### src/rtl/uart_tx_arbiter.sv
// uart_tx_arbiter: round-robin sharing of one UART transmitter among
// NUM_REQ byte requesters, with packet lock and a start timeout.
module uart_tx_arbiter #(
  parameter int NUM_REQ       = 4,
  parameter int START_TIMEOUT = 15
) (
  input  logic                 clk,
  input  logic                 rst,
  input  logic [NUM_REQ-1:0]   req,
  input  logic [8*NUM_REQ-1:0] req_data,
  input  logic [NUM_REQ-1:0]   req_last,
  output logic [NUM_REQ-1:0]   grant,
  output logic [NUM_REQ-1:0]   ack,
  output logic                 tx_start,
  output logic [7:0]           tx_data,
  input  logic                 is_transmitting,
  output logic                 busy,
  output logic [15:0]          bytes_sent,
  output logic                 timeout_err
);
  localparam int IW = (NUM_REQ > 1) ? $clog2(NUM_REQ) : 1;
  localparam int CW = (START_TIMEOUT > 1) ?
                      $clog2(START_TIMEOUT + 1) : 1;

  typedef enum logic [1:0] {
    IDLE,
    SEND,
    WAIT_START,
    WAIT_DONE
  } state_t;

  state_t             state, state_d;
  logic [IW-1:0]      rr_ptr, rr_ptr_d;
  logic [IW-1:0]      gidx, gidx_d;
  logic               gvld, gvld_d;
  logic               last_flag, last_d;
  logic [CW-1:0]      cnt, cnt_d;
  logic [NUM_REQ-1:0] ack_d;
  logic               tx_start_d;
  logic [7:0]         tx_data_d;
  logic [15:0]        bytes_d;
  logic               terr_d;
  logic               win_vld;
  logic [IW-1:0]      win_idx;
  logic [7:0]         byte_of [NUM_REQ];

  function automatic logic [IW-1:0] wrap(
    input logic [IW-1:0] a,
    input int            b
  );
    return IW'((int'(a) + b) % NUM_REQ);
  endfunction

  for (genvar i = 0; i < NUM_REQ; i++) begin : g_byte
    assign byte_of[i] = req_data[8*i +: 8];
  end

  assign grant = gvld ? (NUM_REQ'(1) << gidx) : '0;
  assign busy  = (state != IDLE);

  // first requester at or after rr_ptr, wrapping
  always_comb begin
    win_vld = 1'b0;
    win_idx = rr_ptr;
    for (int i = 0; i < NUM_REQ; i++) begin
      if (!win_vld && req[wrap(rr_ptr, i)]) begin
        win_vld = 1'b1;
        win_idx = wrap(rr_ptr, i);
      end
    end
  end

  always_comb begin
    state_d    = state;
    rr_ptr_d   = rr_ptr;
    gidx_d     = gidx;
    gvld_d     = gvld;
    last_d     = last_flag;
    cnt_d      = cnt;
    ack_d      = '0;
    tx_start_d = 1'b0;
    tx_data_d  = tx_data;
    bytes_d    = bytes_sent;
    terr_d     = timeout_err;
    unique case (state)
      IDLE: begin
        if (!is_transmitting && win_vld) begin
          gidx_d  = win_idx;
          gvld_d  = 1'b1;
          state_d = SEND;
        end
      end
      SEND: begin
        if (req[gidx]) begin
          tx_data_d  = byte_of[gidx];
          tx_start_d = 1'b1;
          ack_d      = NUM_REQ'(1) << gidx;
          last_d     = req_last[gidx];
          cnt_d      = CW'(START_TIMEOUT);
          state_d    = WAIT_START;
        end else begin
          gvld_d   = 1'b0;
          rr_ptr_d = wrap(gidx, 1);
          state_d  = IDLE;
        end
      end
      WAIT_START: begin
        if (is_transmitting) begin
          state_d = WAIT_DONE;
        end else if (cnt <= CW'(1)) begin
          terr_d   = 1'b1;
          gvld_d   = 1'b0;
          rr_ptr_d = wrap(gidx, 1);
          state_d  = IDLE;
        end else begin
          cnt_d = cnt - CW'(1);
        end
      end
      WAIT_DONE: begin
        if (!is_transmitting) begin
          bytes_d = bytes_sent + 16'd1;
          // mid-packet: keep the grant and go straight back
          if (last_flag) begin
            gvld_d   = 1'b0;
            rr_ptr_d = wrap(gidx, 1);
            state_d  = IDLE;
          end else begin
            state_d = SEND;
          end
        end
      end
      default: state_d = IDLE;
    endcase
  end

  always_ff @(posedge clk) begin
    if (rst) begin
      state       <= IDLE;
      rr_ptr      <= '0;
      gidx        <= '0;
      gvld        <= 1'b0;
      last_flag   <= 1'b0;
      cnt         <= '0;
      ack         <= '0;
      tx_start    <= 1'b0;
      tx_data     <= 8'h00;
      bytes_sent  <= 16'h0000;
      timeout_err <= 1'b0;
    end else begin
      state       <= state_d;
      rr_ptr      <= rr_ptr_d;
      gidx        <= gidx_d;
      gvld        <= gvld_d;
      last_flag   <= last_d;
      cnt         <= cnt_d;
      ack         <= ack_d;
      tx_start    <= tx_start_d;
      tx_data     <= tx_data_d;
      bytes_sent  <= bytes_d;
      timeout_err <= terr_d;
    end
  end

endmodule

### config.mk
export PLATFORM = sky130hd
export DESIGN_NAME = uart_tx_arbiter
export DESIGN_NICKNAME = d
export VERILOG_FILES = /design/src/rtl/uart_tx_arbiter.sv
export SDC_FILE = /design/constraint.sdc
export NUM_CORES = 1
export LEC_CHECK = 0
export ABC_AREA = 1
export ABC_CLOCK_PERIOD_IN_PS = 4000
export BUFFER_PORTS_ARGS = -buffer_cell sky130_fd_sc_hd__buf_4
export CAP_MARGIN = 10
export CELL_PAD_IN_SITES_DETAIL_PLACEMENT = 0
export CELL_PAD_IN_SITES_GLOBAL_PLACEMENT = 2
export CORE_MARGIN = 1
export CORE_UTILIZATION = 28
export DETAILED_ROUTE_END_ITERATION = 8
export GPL_ROUTABILITY_DRIVEN = 0
export PLACE_DENSITY_LB_ADDON = 0.1
export SYNTH_ARGS = -nofsm -noshare
export SYNTH_HDL_FRONTEND = slang
export SYNTH_SLANG_ARGS = --single-unit
### constraint.sdc
create_clock -name clk -period 4 [get_ports clk]
set_input_delay 0.2 -clock clk [delete_from_list [all_inputs] [get_ports clk]]
set_output_delay 0.2 -clock clk [all_outputs]
set_load 0.005 [all_outputs]
==> flow_metrics.py, run 1 <==
metrics = {
    "worst_setup_path": {
        "end_kind": "flip-flop",
        "cp.arrival_ns": 2.98,
        "r2r_end": "tx_data[6]",
        "reg2reg_depth": 7,
        "ff2ff_setup_slack_ns": 1.20,
        "critPathRequiredTime_ns": 4.18,
        "r2r_start": "gidx[0]",
        "crit_path_max_fanout": 24,
        "criticalPathCategory": "reg2reg",
        "startpoint_type": "flip-flop",
    },
    "pwr": {
        "p_clk_share_pct": 19.0,
        "p_leak_nw": 1.464,
        "comb_power_share_pct": 46.9,
        "seqPwrFrac_pct": 34.1,
        "netSwitchingPower_mw": 0.7711,
        "power.density_nw_per_um2": 559.5,
        "p_sw_share_pct": 43.06,
        "ir_drop_mv": 0.1858,
        "p_int_mw": 1.020,
    },
    "cells_and_area": {
        "nets": 498,
        "fillCellCount": 932,
        "mostFrequentLayoutCells": "91 x nand2_1, 77 x buf_4, 50 x nor2_1, 48 x inv_1, 42 x dfxtp_1",
        "area_delta_synth_final_pct": 31.18,
        "drive_above_1_share_pct": 23.61,
        "final_area_um2": 3201,
        "final_common_cell": "nand2_1",
        "antenna_cells": 0,
    },
    "grt": {
        "grt_pass1_wl_mm": 10.87,
        "overflow": 0,
        "first_global_vias": 2280,
        "antenna_found_initial": 0,
        "grt_use_total_pct": 15.39,
        "grt_max_degree": 25,
    },
    "sta": {
        "fin_crit_sh_pct": 69.91,
        "slew_headroom_pct": 51.55,
        "skew_ns": 0.01050,
        "hold_viol": 0,
        "layout_min_cycle_time_ns": 2.797,
        "setup_violations": 0,
        "whs_ns": 0.2029,
        "finalSetupTns_ns": 0,
        "max_freq_ghz": 0.3576,
        "worst_pin_slew_ns": 0.7257,
        "grt_setup_unrepaired": "false",
        "drv_slew": 0,
    },
    "detailed_routing": {
        "postRouteAntennaNets": 0,
        "route.vias.total": 2520,
        "avgViaCountPerCell": 4.549,
        "wl_mm": 6.734,
        "drt-initial-drc-count": 73,
        "wl_per_cell_um": 12.16,
        "dr.pass1.iters": 4,
        "drc": 0,
    },
    "min_path": {
        "whs_endpoint": "tx_data[0]",
        "holdPathStages": 2,
        "hold_class": "in2reg",
        "min_from": "rst",
    },
    "synth": {
        "yosys_warnings": 0,
        "synth_area_um2": 2440,
        "synth_largest_area_cell": "dfxtp_1",
        "syn_area_per_cell_um2": 6.489,
        "ys_ff_latch": 42,
        "yosys-top-cells-area": "dfxtp_1 34%, nand2_1 14%, o21ai_0 8.0%",
        "netlist_instances": 376,
        "synth_top_area_share_pct": 34.46,
        "syn_nets": 426,
        "seq_area_frac_synth_pct": 34.46,
        "synthDistinctLibCells": 31,
    },
    "placement": {
        "placed_area_um2": 3090,
        "hpwl_mm": 5.201,
        "port_buffers": 77,
    },
    "floorplanning": {
        "die_w_um": 95.35,
        "io_pins": 78,
        "die_h_um": 95.35,
        "initial_utilization_pct": 29.25,
        "core_um2": 8341,
        "die_area_um2": 9091,
        "rows": 33,
    },
    "clock_network": {
        "post_cts_buffers": 0,
        "cts_hold_buf": 0,
        "clock_sinks": 42,
        "clkTransAtPathRegs_ns": 0.09,
        "cts_tree": "built",
        "clock_latency_ns": 0.30,
        "numCtsBuffers": 5,
        "cts_buffer_depth": 2,
        "clockRootBuffer": "clkbuf_8",
        "htreeDepth": 2,
        "post_cts_resize_count": 0,
    },
    "run_status": {
        "status": "complete, no violations",
    },
    "run": {
        "maxCapViolCount": 0,
    },
}
power by group through the flow:
stage	sequential, mW	combinational [mW]	clock (mW)
after global routing	0.628	0.973	0.370
after floorplan	0.560	0.665	0
after global placement	0.623	0.851	0
after detailed placement	0.623	0.857	0
final	0.611	0.839	0.341
after CTS	0.613	0.859	0.351
worst max-delay path by stage:
stage | start | to
4_1_cts | gidx[0] | tx_data[6]
2_1_floorplan | bytes_sent[0] | bytes_sent[10]
6_report | gidx[0] | tx_data[6]
3_3_place_gp | gidx[0] | last_flag
5_1_grt | gidx[0] | rr_ptr[1]
3_5_place_dp | gidx[0] | tx_data[6]
kinds of logic after synthesis:
logic type,share of synthesized area (%)
buffers and inverters,10.72
AND/OR/NAND/NOR,32.87
AO/OA/AOI/OAI,17.64
flip-flops,34.46
adder cells (fa/ha/maj),3.590
XOR/XNOR,0.7181
synthesized netlist by cell type, drive strengths merged:
library cell  count
and2              1
clkbuf            7
inv              51
nand4             4
a21oi            34
nand3            17
xnor2             1
dfxtp            42
nor3              4
nor2             57
clkinv            1
buf               5
o22ai             9
ha                7
o21ai            40
or2               1
xor2              1
nand2            94
sequential cells by signal, indices dropped and copies added, names as in the netlist:
signal       count
timeout_err      1
tx_start         1
gidx             2
tx_data          8
gvld             1
ack              4
bytes_sent      16
rr_ptr           2
last_flag        1
cnt              4
state            2
area by class of cell:
cell class              instances  area (um2)  share of cell area (%)
inverters                      52       202.7                   6.333
repair buffers                 77       578.1                   18.06
flip-flops and latches         42       840.8                   26.27
multi-input cells             270        1338                   41.79
clock buffers                   6       72.57                   2.267
well taps                     105       131.4                   4.105
clock inverters                 2       37.54                   1.173
critical path: stages, from the launching register on:
cell,delay (ns)
dfxtp_1,0.79
inv_1,0.52
o21ai_0,0.27
nand2_1,0.07
nand2_1,0.42
clkinv_1,0.40
nand2_1,0.14
a21oi_1,0.06
routing by layer:
layer | part of all wire [%] | track usage (%) | vias up
met3 | 4.5 | 3.589 | 4
met5 | 0 | 0 | -
met1 | 47 | 19.89 | 1125
met2 | 48 | 25.83 | 50
met4 | 0.68 | 3.409 | 0
li1 | - | - | 1341
stage by stage:
step                      setup slack, ns  instances  power [mW]  util (%)
after CTS                           1.181        554       1.824     38.37
after floorplan                     2.536        376       1.226         -
after global routing               0.8587        554       1.971     38.37
after detailed placement            1.172        546       1.480     37.05
final                               1.203        554       1.791     38.37
after global placement              1.285        546       1.474     37.05
Note: power is estimated with default switching activity, not from simulation.
==> run 2: changes to the inputs <==
--- a/config.mk
+++ b/config.mk
@@ -6,13 +6,13 @@
 export NUM_CORES = 1
 export LEC_CHECK = 0
 export ABC_AREA = 1
-export ABC_CLOCK_PERIOD_IN_PS = 4000
+export ABC_CLOCK_PERIOD_IN_PS = 2700
 export BUFFER_PORTS_ARGS = -buffer_cell sky130_fd_sc_hd__buf_4
 export CAP_MARGIN = 10
 export CELL_PAD_IN_SITES_DETAIL_PLACEMENT = 0
 export CELL_PAD_IN_SITES_GLOBAL_PLACEMENT = 2
 export CORE_MARGIN = 1
-export CORE_UTILIZATION = 28
+export CORE_UTILIZATION = 26
 export DETAILED_ROUTE_END_ITERATION = 8
 export GPL_ROUTABILITY_DRIVEN = 0
 export PLACE_DENSITY_LB_ADDON = 0.1
==> constraint.sdc (replaced) <==
create_clock -name clk -period 2.7 [get_ports clk]
set_input_delay 0.135 -clock clk [delete_from_list [all_inputs] [get_ports clk]]
set_output_delay 0.135 -clock clk [all_outputs]
set_load 0.005 [all_outputs]
==> flow_metrics.py, run 2 (synthesis results as in run 1) <==
metrics = {
    "sta": {
        "hold_viol": 0,
        "drv_slew": 0,
        "layout_min_cycle_time_ns": 2.147,
        "setup_violations": 0,
        "skew_ns": 0.006148,
        "grt_setup_unrepaired": "false",
        "max_freq_ghz": 0.4658,
        "fin_crit_sh_pct": 79.51,
        "worst_pin_slew_ns": 0.6346,
        "slew_headroom_pct": 57.65,
        "finalSetupTns_ns": 0,
    },
    "grt": {
        "overflow": 0,
        "grt_use_total_pct": 13.92,
        "grt_max_degree": 25,
        "first_global_vias": 2360,
        "grt_pass1_wl_mm": 11.01,
        "antenna_found_initial": 0,
    },
    "pwr": {
        "comb_power_share_pct": 50.7,
        "ir_drop_mv": 0.2779,
        "p_leak_nw": 1.467,
        "p_int_mw": 1.436,
        "netSwitchingPower_mw": 1.137,
        "seqPwrFrac_pct": 33.9,
        "p_clk_share_pct": 15.4,
        "p_sw_share_pct": 44.19,
        "power_mw": 2.573,
        "power.density_nw_per_um2": 805.2,
    },
    "run": {
        "maxCapViolCount": 0,
    },
    "floorplanning": {
        "io_pins": 78,
        "die_w_um": 98.87,
        "die_h_um": 98.87,
        "rows": 34,
        "initial_utilization_pct": 27.44,
        "die_area_um2": 9775,
        "core_um2": 8891,
    },
    "cells_and_area": {
        "finish.utilization_pct": 35.94,
        "area_delta_synth_final_pct": 30.97,
        "nets": 500,
        "top_register": "bytes_sent",
        "layout.cells.non_filler": 559,
        "mostFrequentLayoutCells": "91 x nand2_1, 79 x buf_4, 50 x nor2_1, 48 x inv_1, 42 x dfxtp_1",
        "largest_register_ffs": 16,
        "multiInputGateArea_um2": 1338,
        "largestRegisters": "bytes_sent (16), tx_data (8)",
        "drive_above_1_share_pct": 23.95,
        "final_common_cell": "nand2_1",
        "antenna_cells": 0,
        "seq_area_um2": 840.8,
        "fillCellCount": 963,
    },
    "detailed_routing": {
        "wl_per_cell_um": 11.85,
        "drt-initial-drc-count": 74,
        "route.vias.total": 2477,
        "drc": 0,
        "postRouteAntennaNets": 0,
        "avgViaCountPerCell": 4.431,
        "wl_mm": 6.626,
        "dr.pass1.iters": 4,
    },
    "clock_network": {
        "clockRootBuffer": "clkbuf_8",
        "clock_latency_ns": 0.29,
        "cts_hold_buf": 0,
        "clock_sinks": 42,
        "htreeDepth": 2,
        "cts_tree": "built",
        "post_cts_buffers": 0,
        "post_cts_resize_count": 0,
        "clkTransAtPathRegs_ns": 0.09,
        "numCtsBuffers": 5,
        "cts_buffer_depth": 2,
    },
    "run_status": {
        "status": "complete, no violations",
    },
    "worst_setup_path": {
        "cp_slowest_cell": "dfxtp_1",
        "crit_family": "compound AO/OA/AOI/OAI gates",
        "crit_chain": "inv_1 -> nor2_1 -> o21ai_0 -> nand2_1 -> nand2_1 -> a21oi_2 -> o21ai_0 -> a21oi_1",
        "critPathRequiredTime_ns": 2.92,
        "criticalPathCategory": "reg2reg",
        "cp.arrival_ns": 2.37,
        "crit_path_max_fanout": 15,
        "end_kind": "flip-flop",
        "crit_path_max_incr_delay_ns": 0.58,
        "cp_num_buf_inv": 1,
        "startpoint_type": "flip-flop",
    },
    "placement": {
        "port_buffers": 77,
        "dp_cells": 551,
        "hpwl_mm": 5.228,
    },
    "min_path": {
        "hold_class": "in2reg",
    },
}
-- run 2: changes by cell type in the layout (fill, tap and decap cells not counted) --
cell / change
buf_4: +2
bufinv_16: -1
clkinv_2: +1
clkinv_4: +1
clkinvlp_4: -1
-- run 2: layout make-up --
| class | count | area share (%) |
|---|---|---|
| flip-flops and latches | 42 | 26.31 |
| well taps | 108 | 4.229 |
| inverters | 52 | 6.343 |
| clock inverters | 2 | 0.4307 |
| repair buffers | 79 | 18.56 |
| clock buffers | 6 | 2.271 |
| multi-input cells | 270 | 41.86 |
-- run 2: final timing paths --
kind / from / to / slack (ns) / depth (start not counted)
min reg2reg: last_flag / last_flag / 0.48 / 2
min: rst / tx_data[6] / 0.15 / 2
max reg2reg: gidx[1] / cnt[3] / 0.55 / 8
max: gidx[1] / cnt[3] / 0.55 / 8
-- run 2: per-layer routing --
metal	up-vias	GRT usage, %	share of wire [%]
met5	-	0	0
met4	0	3.100	0.39
met3	2	2.199	3.4
met2	40	22.75	46
met1	1089	19.21	50
li1	1346	-	-
-- run 2: metrics by stage --
step                instance area [um2]  hold slack (ns)  worst slack, ns
floorplan                          2440           0.3100            1.236
global placement                   3109           0.4579           0.6031
detailed placement                 3109           0.4634           0.5420
CTS                                3196           0.1392           0.5293
global route                       3196           0.1590           0.2786
finish                             3196           0.1527           0.5532
-- run 2: power groups by stage --
stage	registers (mW)	logic (mW)	clock network, mW
after floorplan	0.830	0.985	0
after global routing	0.889	1.53	0.440
after CTS	0.870	1.33	0.419
after global placement	0.886	1.33	0
final	0.872	1.30	0.397
after detailed placement	0.883	1.33	0
